<file path="config.mk">
export PLATFORM = sky130hd
export DESIGN_NAME = uart_tx_arbiter
export DESIGN_NICKNAME = d
export VERILOG_FILES = /design/src/rtl/uart_pkg.sv /design/src/rtl/rr_pick.sv /design/src/rtl/uart_tx_arbiter.sv
export SDC_FILE = /design/constraint.sdc
export NUM_CORES = 1
export LEC_CHECK = 0
export CAP_MARGIN = 15
export CORE_ASPECT_RATIO = 1.4
export CORE_MARGIN = 2
export CORE_UTILIZATION = 41
export CTS_CLUSTER_DIAMETER = 200
export DETAILED_ROUTE_END_ITERATION = 10
export GPL_TIMING_DRIVEN = 0
export PLACE_DENSITY = 0.81
export SKIP_CTS_REPAIR_TIMING = 1
export SLEW_MARGIN = 15
export SYNTH_ARGS = -nofsm -noshare
export SYNTH_HDL_FRONTEND = slang
export SYNTH_SLANG_ARGS = --single-unit
export TNS_END_PERCENT = 30
</file>
<file path="constraint.sdc">
create_clock -name clk -period 1.81 [get_ports clk]
set_input_delay 0.2715 -clock clk [delete_from_list [all_inputs] [get_ports clk]]
set_output_delay 0.2715 -clock clk [all_outputs]
set_load 0.02 [all_outputs]
</file>
<file path="src/rtl/uart_pkg.sv">
// Shared definitions for the UART transmit arbitration path.
package uart_pkg;

  // Arbiter state encoding (3-bit)
  localparam logic [2:0] INIT      = 3'd0;
  localparam logic [2:0] IDLE      = 3'd1;
  localparam logic [2:0] ISSUE     = 3'd2;
  localparam logic [2:0] WAIT_DONE = 3'd3;
  localparam logic [2:0] GAP       = 3'd4;

  // Payload bits per UART frame
  localparam int unsigned DATA_BITS = 8;

  typedef enum logic [2:0] {
    StInit     = INIT,
    StIdle     = IDLE,
    StIssue    = ISSUE,
    StWaitDone = WAIT_DONE,
    StGap      = GAP
  } arb_state_e;

endpackage

</file>
<file path="src/rtl/rr_pick.sv">
// Combinational rotating-priority selector: picks the first set request bit
// scanning upward from the index after last_i, wrapping modulo NReq.
module rr_pick #(
  parameter int unsigned NReq = 4,
  parameter int unsigned PtrW = $clog2(NReq)
) (
  input  logic [NReq-1:0] req_i,
  input  logic [PtrW-1:0] last_i,
  output logic [PtrW-1:0] idx_o,
  output logic            valid_o
);

  logic [PtrW-1:0] pos;

  // Scan farthest-first so the nearest set bit after last_i is the final write
  always_comb begin
    idx_o   = '0;
    valid_o = |req_i;
    pos     = '0;
    for (int i = NReq; i > 0; i--) begin
      pos = PtrW'((32'(last_i) + 32'(i)) % NReq);
      if (req_i[pos]) begin
        idx_o = pos;
      end
    end
  end

endmodule

</file>
<file path="src/rtl/uart_tx_arbiter.sv">
// Round-robin scheduler sharing one uart_tx serializer among N_REQ byte
// requesters, with a programmable idle gap after every frame.
module uart_tx_arbiter
  import uart_pkg::*;
#(
  parameter  int unsigned N_REQ       = 4,
  parameter  int unsigned STOP_CYCLES = 2,
  localparam int unsigned PTR_W       = $clog2(N_REQ)
) (
  input  logic                   clk,
  input  logic                   rst,
  input  logic [N_REQ-1:0]       req_i,
  input  logic [8*N_REQ-1:0]     req_data_i,
  output logic [N_REQ-1:0]       gnt_o,
  output logic                   uart_start_o,
  output logic [DATA_BITS-1:0]   uart_data_o,
  input  logic                   uart_idle_ready_i,
  output logic                   busy_o,
  output logic [PTR_W-1:0]       cur_src_o,
  output logic [15:0]            frame_count_o
);

  arb_state_e           state_q, state_d;
  logic [N_REQ-1:0]     gnt_q, gnt_d;
  logic                 start_q, start_d;
  logic [DATA_BITS-1:0] data_q, data_d;
  logic                 busy_q, busy_d;
  logic [PTR_W-1:0]     cur_q, cur_d;
  logic [15:0]          fcount_q, fcount_d;
  logic [7:0]           gap_q, gap_d;

  logic [PTR_W-1:0]     pick_idx;
  logic                 pick_valid;

  rr_pick #(
    .NReq (N_REQ),
    .PtrW (PTR_W)
  ) u_rr_pick (
    .req_i   (req_i),
    .last_i  (cur_q),
    .idx_o   (pick_idx),
    .valid_o (pick_valid)
  );

  // Next-state and registered-output decode; start/gnt are set on entry to
  // ISSUE so that they appear, registered, for exactly the ISSUE cycle.
  always_comb begin
    state_d  = state_q;
    gnt_d    = '0;
    start_d  = 1'b0;
    data_d   = data_q;
    cur_d    = cur_q;
    fcount_d = fcount_q;
    gap_d    = gap_q;
    unique case (state_q)
      StInit: begin
        state_d = StIdle;
      end
      StIdle: begin
        // Never launch a frame unless the serializer reports idle
        if (pick_valid && uart_idle_ready_i) begin
          state_d = StIssue;
          data_d  = req_data_i[DATA_BITS*pick_idx +: DATA_BITS];
          cur_d   = pick_idx;
          gnt_d   = {{(N_REQ-1){1'b0}}, 1'b1} << pick_idx;
          start_d = 1'b1;
        end
      end
      StIssue: begin
        fcount_d = fcount_q + 16'd1;
        state_d  = StWaitDone;
      end
      StWaitDone: begin
        if (uart_idle_ready_i) begin
          if (STOP_CYCLES == 0) begin
            state_d = StIdle;
          end else begin
            gap_d   = 8'(STOP_CYCLES - 1);
            state_d = StGap;
          end
        end
      end
      StGap: begin
        if (gap_q == 8'd0) begin
          state_d = StIdle;
        end else begin
          gap_d = gap_q - 8'd1;
        end
      end
      default: begin
        state_d = StInit;
      end
    endcase
    busy_d = (state_d != StIdle);
  end

  // State and output registers; synchronous reset overrides everything
  always_ff @(posedge clk) begin
    if (rst) begin
      state_q  <= StInit;
      gnt_q    <= '0;
      start_q  <= 1'b0;
      data_q   <= '0;
      busy_q   <= 1'b1;
      cur_q    <= PTR_W'(N_REQ - 1);
      fcount_q <= '0;
      gap_q    <= '0;
    end else begin
      state_q  <= state_d;
      gnt_q    <= gnt_d;
      start_q  <= start_d;
      data_q   <= data_d;
      busy_q   <= busy_d;
      cur_q    <= cur_d;
      fcount_q <= fcount_d;
      gap_q    <= gap_d;
    end
  end

  assign gnt_o         = gnt_q;
  assign uart_start_o  = start_q;
  assign uart_data_o   = data_q;
  assign busy_o        = busy_q;
  assign cur_src_o     = cur_q;
  assign frame_count_o = fcount_q;

endmodule

</file>
==> results of run 1 <==
[flip-flops by register name, summed over array words and instances (netlist names)]
signal and cells:
frame_count_o 16, gap_q 8, uart_data_o 8, gnt_o 4, state_q 3, cur_src_o 2
busy_o 1, uart_start_o 1
[power by group]
| part | internal [µW] | switching (µW) |
|---|---|---|
| Sequential | 975 | 27.9 |
| Clock | 447 | 343 |
| Combinational | 194 | 178 |
| Total | 1620 | 549 |
[Yosys cell counts (3+ instances only)]
| library cell | instances | area share |
|---|---|---|
| dfxtp_1 | 43 | 0.41 |
| nor2_1 | 35 | 0.062 |
| nand3_1 | 17 | 0.040 |
| xor2_1 | 16 | 0.066 |
| a21oi_1 | 13 | 0.031 |
| o21ai_0 | 13 | 0.031 |
| a211o_1 | 8 | 0.033 |
| a32o_1 | 8 | 0.038 |
| nand2_1 | 8 | 0.014 |
| clkbuf_1 | 4 | 0.0071 |
| inv_1 | 4 | 0.0071 |
| nand4_1 | 4 | 0.012 |
| xnor2_1 | 4 | 0.017 |
| and2_1 | 3 | 0.0089 |
| and3_1 | 3 | 0.0089 |
| ha_1 | 3 | 0.018 |
| nand3b_1 | 3 | 0.011 |
| nor2b_1 | 3 | 0.0089 |
[cell type report]
cell class | count | area (µm²) | area share
plain buffers | 6 | 33.8 | 0.0106
clock buffers | 6 | 82.6 | 0.0260
clock inverters | 2 | 35.0 | 0.0110
inverters | 4 | 15.0 | 0.00472
multi-input cells | 181 | 1300 | 0.408
flip-flops and latches | 43 | 867 | 0.273
well taps | 64 | 80.1 | 0.0252
repair buffers | 76 | 771 | 0.242
[worst max-delay path by stage]
stage                                        endpoint  depth (start not counted)                      start
after floorplan           uart_data_o[7]$_SDFFE_PP0P_                          6  cur_src_o[1]$_SDFFE_PP1P_
after global placement    uart_data_o[3]$_SDFFE_PP0P_                          6                   req_i[3]
after detailed placement  uart_data_o[3]$_SDFFE_PP0P_                          6                   req_i[3]
after CTS                 uart_data_o[3]$_SDFFE_PP0P_                          6                   req_i[3]
after global routing            gap_q[4]$_SDFFE_PP0P_                          6      state_q[2]$_SDFF_PP0_
final                           gap_q[4]$_SDFFE_PP0P_                          6      state_q[2]$_SDFF_PP0_
[stage by stage]
stage | power (µW) | std cells | setup slack [ns] | hold WS (ns)
floorplan | 1190 | 234 | 0.0439 | 0.389
global placement | 1350 | 368 | -0.659 | 0.489
detailed placement | 1360 | 368 | -0.658 | 0.490
CTS | 2130 | 376 | -0.356 | 0.517
global route | 2230 | 382 | -0.0820 | 0.469
finish | 2160 | 382 | 0.00138 | 0.426
[routing by layer]
metal	track usage	part of all wire
met5	0	0
met4	0.0677	0.010
met3	0.0466	0.054
met2	0.347	0.53
met1	0.209	0.40
[critical path: cells and delay by family (launching register included)]
| family | cells | cell delay (ns) |
|---|---|---|
| and+or+nand+nor | 3 | 0.89 |
| AOI/OAI and AO/OA | 2 | 0.39 |
| DFF | 1 | 0.34 |
| buffers and inverters | 1 | 0.13 |
[cell families (layout without fill, tap and decap cells)]
family / Yosys count / in the layout / synth area share
AO/OA/AOI/OAI: 59 / 60 / 0.206
buffers and inverters: 11 / 94 / 0.0243
adder cells (fa/ha/maj): 3 / 3 / 0.0178
multiplexers: 2 / 2 / 0.00948
flip-flops: 43 / 43 / 0.408
AND/OR/NAND/NOR: 96 / 96 / 0.252
XOR/XNOR: 20 / 20 / 0.0829
==> flow_metrics.tcl, run 1 <==
set metrics [dict create \
    status "finished, final reports clean" \
    ir_worst_vdd_mv 0.453 \
    antenna_found_initial 0 \
    cap_violations 0 \
    nFillCells 402 \
    start_kind "flip-flop" \
    yosysWarnings 0 \
    max_stage_delay_ns 0.41 \
    finalSetupViolCount 0 \
    r2r_start "state_q[2]$_SDFF_PP0_" \
    routed_wl_mm 5.55 \
    cts_tree "done" \
    ctsLongestPathBuffers 2 \
    slew_viol_final 0 \
    cp.arrival_ns 2.04 \
    min_path_cells 3 \
    antenna_left 0 \
    r2r_end "gap_q[4]$_SDFFE_PP0P_" \
    core_area_um2 4920 \
    tightest_slew_ns 0.502 \
    relSlewSlack 0.665 \
    fin_util 0.647 \
    syn_nets 276 \
    htree_levels 2 \
    syn_area_um2 2110 \
    yosysUniqueCellTypes 52 \
    dieArea_um2 5750 \
    worstSkewPairLatency_ns 0.30 \
    overflow 0 \
    worstPathRequired_ns 2.04 \
    vias 2052 \
    synth_edf_count 0 \
    worstHoldStart "rst" \
    r2r_cells 6 \
    synthFlopType "dfxtp_1" \
    final.setup.tns_ns 0 \
    track_usage 0.188 \
    ys_ff_latch 43 \
    synthArstFlopShare 0 \
    r2r_slack_ns 0.001 \
    powerDensity_nw_per_um2 681 \
    syn_inst 234 \
    io_pins 71 \
    grt_setup_unrepaired "true" \
    place.gp.congestion 0.741 \
    min_to "cur_src_o[1]$_SDFFE_PP1P_" \
    grt_pass1_vias 1951 \
    drc 0 \
    clk_pin_slew_worst_paths_ns 0.08 \
    fmax_mhz 553 \
    fin_area_um2 3180 \
    critPathCaptureType "flip-flop" \
    antennaDiodeCount 0 \
    period_needed_ns 1.81 \
    dpl.hpwl_mm 3.91 \
    drtIter0Drc 85 \
    grt_max_degree 14 \
    final_nets 359 \
    rows 30 \
    layout-drive-gt1-share 0.148 \
    fp.dieH_um 88.9 \
    path_cells "buf_6, or3b_4, a31oi_4, nand2_4, or4_1, a21oi_1" \
    io_buffers 70 \
    crit_slowest_cell "or3b_4" \
    cts-root-buf "clkbuf_8" \
    vias_per_cell 5.37 \
    start_util 0.430 \
    wire_per_inst_um 14.5 \
    fin_worst_skew_ns 0.00966 \
    crit_fanout 10 \
    cellLeakagePower_uw 0.00124 \
    placed_area_um2 2890 \
    area_growth_pct 50.6 \
    die_x_um 64.7 \
    clock-sinks 43 \
    drt_pre_antenna_iters 4 \
    final_cell_mix "clkdlybuf4s50_1 (65), dfxtp_1 (40), nor2_1 (35), nand3_1 (17), xor2_1 (16)" \
    cts_buffers 5 \
    grt_pass1_wl_mm 8.60 \
    hold_viol_final 0 \
    synth.avg_cell_area_um2 9.03 \
    final_common_cell "clkdlybuf4s50_1" \
    fin_crit_sh 0.999 \
    hp-class "input pin to flip-flop" \
    worstSetupPathType "flip-flop to flip-flop" \
    synth-seq-area-share 0.408 \
]
(Power assumes the default switching activity.)
==> inputs of run 2 (changes only) <==
- CORE_UTILIZATION: 41 -> 49
- CTS_CLUSTER_SIZE: default -> 8
- PLACE_DENSITY: 0.81 -> 0.9
- REMOVE_ABC_BUFFERS: default -> 1
- clock period: 1.81 -> 2.29 ns (I/O delays scaled with it)
==> flow_metrics.tcl, run 2 (synthesized netlist as in run 1, its figures left out) <==
set metrics [dict create \
    fmax_mhz 462 \
    switching_power_uw 397 \
    drc 0 \
    crit_slowest_cell "nor4_4" \
    tightest_slew_ns 0.845 \
    routed_wl_mm 4.84 \
    drtIter0Drc 72 \
    fin_crit_sh 0.945 \
    htree_levels 2 \
    antenna_left 0 \
    r2r_start "cur_src_o[1]$_SDFFE_PP1P_" \
    crit_fanout 10 \
    worstSkewPairLatency_ns 0.29 \
    worstPathRequired_ns 2.53 \
    finalSetupViolCount 0 \
    hp-class "flip-flop to flip-flop" \
    rows 28 \
    antenna_found_initial 0 \
    io_buffers 70 \
    p_seq_frac 0.487 \
    start_kind "input pin" \
    grt_pass1_wl_mm 8.18 \
    layout-drive-gt1-share 0.0789 \
    relSlewSlack 0.436 \
    cts_tree "done" \
    path_buf_inv 1 \
    placed_area_um2 2830 \
    dieArea_um2 4860 \
    fin_area_um2 2940 \
    ctsLongestPathBuffers 2 \
    clk_pin_slew_worst_paths_ns 0.08 \
    final_cell_mix "clkdlybuf4s50_1 (69), dfxtp_1 (43), nor2_1 (35), nand3_1 (17), xor2_1 (16)" \
    cts-root-buf "clkbuf_8" \
    cap_violations 0 \
    overflow 0 \
    io_pins 71 \
    final_common_cell "clkdlybuf4s50_1" \
    max_stage_delay_ns 0.58 \
    p_clk_frac 0.349 \
    vias_per_cell 5.80 \
    period_needed_ns 2.16 \
    die_x_um 59.5 \
    cp_top_family "simple AND/OR/NAND/NOR gates" \
    critPathCaptureType "flip-flop" \
    final.setup.worst_slack_ns 0.125 \
    p_int_uw 1230 \
    wire_per_inst_um 13.9 \
    final_nets 346 \
    status "finished, final reports clean" \
    core_area_um2 4170 \
    dp_slack_ns -0.592 \
    cp.arrival_ns 2.41 \
    track_usage 0.216 \
    area_growth_pct 39.4 \
    fp.dieH_um 81.7 \
    place.gp.congestion 0.793 \
    grt_pass1_vias 1939 \
    cts_buffers 5 \
    path_cells "clkdlybuf4s50_1, o211ai_1, nand2_1, nor4_4, and2_1, a211o_1" \
    clock-sinks 43 \
    swShare 0.244 \
    drt_pre_antenna_iters 4 \
    dpl.hpwl_mm 3.68 \
    final.setup.tns_ns 0 \
    ir_worst_vdd_mv 0.423 \
    powerDensity_nw_per_um2 552 \
    worstHoldStart "gap_q[4]$_SDFFE_PP0P_" \
    grt_max_degree 24 \
    hold_viol_final 0 \
    crit_path_start "req_i[1]" \
    vias 2024 \
    cellLeakagePower_uw 0.00110 \
    largest_register_ffs 16 \
    worstSetupPathType "input pin to flip-flop" \
    antennaDiodeCount 0 \
    combinationalPowerShare 0.164 \
    start_util 0.507 \
    slew_viol_final 0 \
    fin_worst_skew_ns 0.00493 \
]
-- run 2: cell types whose count changed in the layout (fill, tap and decap cells not counted), moves of 2 or more --
cell	before	now
dfxtp_2	2	0
dfxtp_1	40	43
buf_4	5	0
nor4_2	0	2
dlymetal6s2s_1	5	1
nor4_4	3	1
clkbuf_1	4	1
nor3b_1	0	2
clkdlybuf4s50_1	65	69
nor3b_2	2	0
-- run 2: worst paths after layout --
kind / endpoint / slack [ns] / cells past startpoint
worst max-delay path: uart_data_o[4]$_SDFFE_PP0P_ / 0.13 / 6
worst max register to register: uart_data_o[7]$_SDFFE_PP0P_ / 0.18 / 5
worst min register to register: gap_q[4]$_SDFFE_PP0P_ / 0.52 / 2
worst min-delay path: gap_q[4]$_SDFFE_PP0P_ / 0.52 / 2
-- run 2: stage by stage --
step,utilization,std cells,hold WS (ns),power (µW)
6_report,0.706,349,0.523,1620
5_1_grt,0.706,349,0.558,1690
2_1_floorplan,-,227,0.413,933
4_1_cts,0.704,349,0.521,1640
3_3_place_gp,0.679,342,0.485,1070
3_5_place_dp,0.679,342,0.508,1070
-- run 2: cell type report --
cell class	count	area, µm²
Inverter	4	15.0
Tap cell	45	56.3
Sequential cell	43	861
Fill cell	320	1220
Timing Repair Buffer	70	703
Clock buffer	6	72.6
Multi-Input combinational cell	180	1210
Clock inverter	1	30.0
-- run 2: power groups by stage --
stage	clock network (µW)	registers, µW	logic, µW
2_1_floorplan	0	828	105
3_3_place_gp	0	807	258
3_5_place_dp	0	808	263
4_1_cts	580	790	264
5_1_grt	607	794	287
6_report	568	791	266
-- run 2: tightest hold or removal path, stage by stage (launching register included) --
cell     delay, ns
dfxtp_1       0.35
o31ai_1       0.08
a21oi_1       0.06
-- run 2: per-layer routing --
metal	vias up	routed length, µm	GRT usage
met3	13	402	0.0630
met2	99	2400	0.385
li1	994	-	-
met1	918	1920	0.228
met4	0	115	0.100
met5	-	0	0
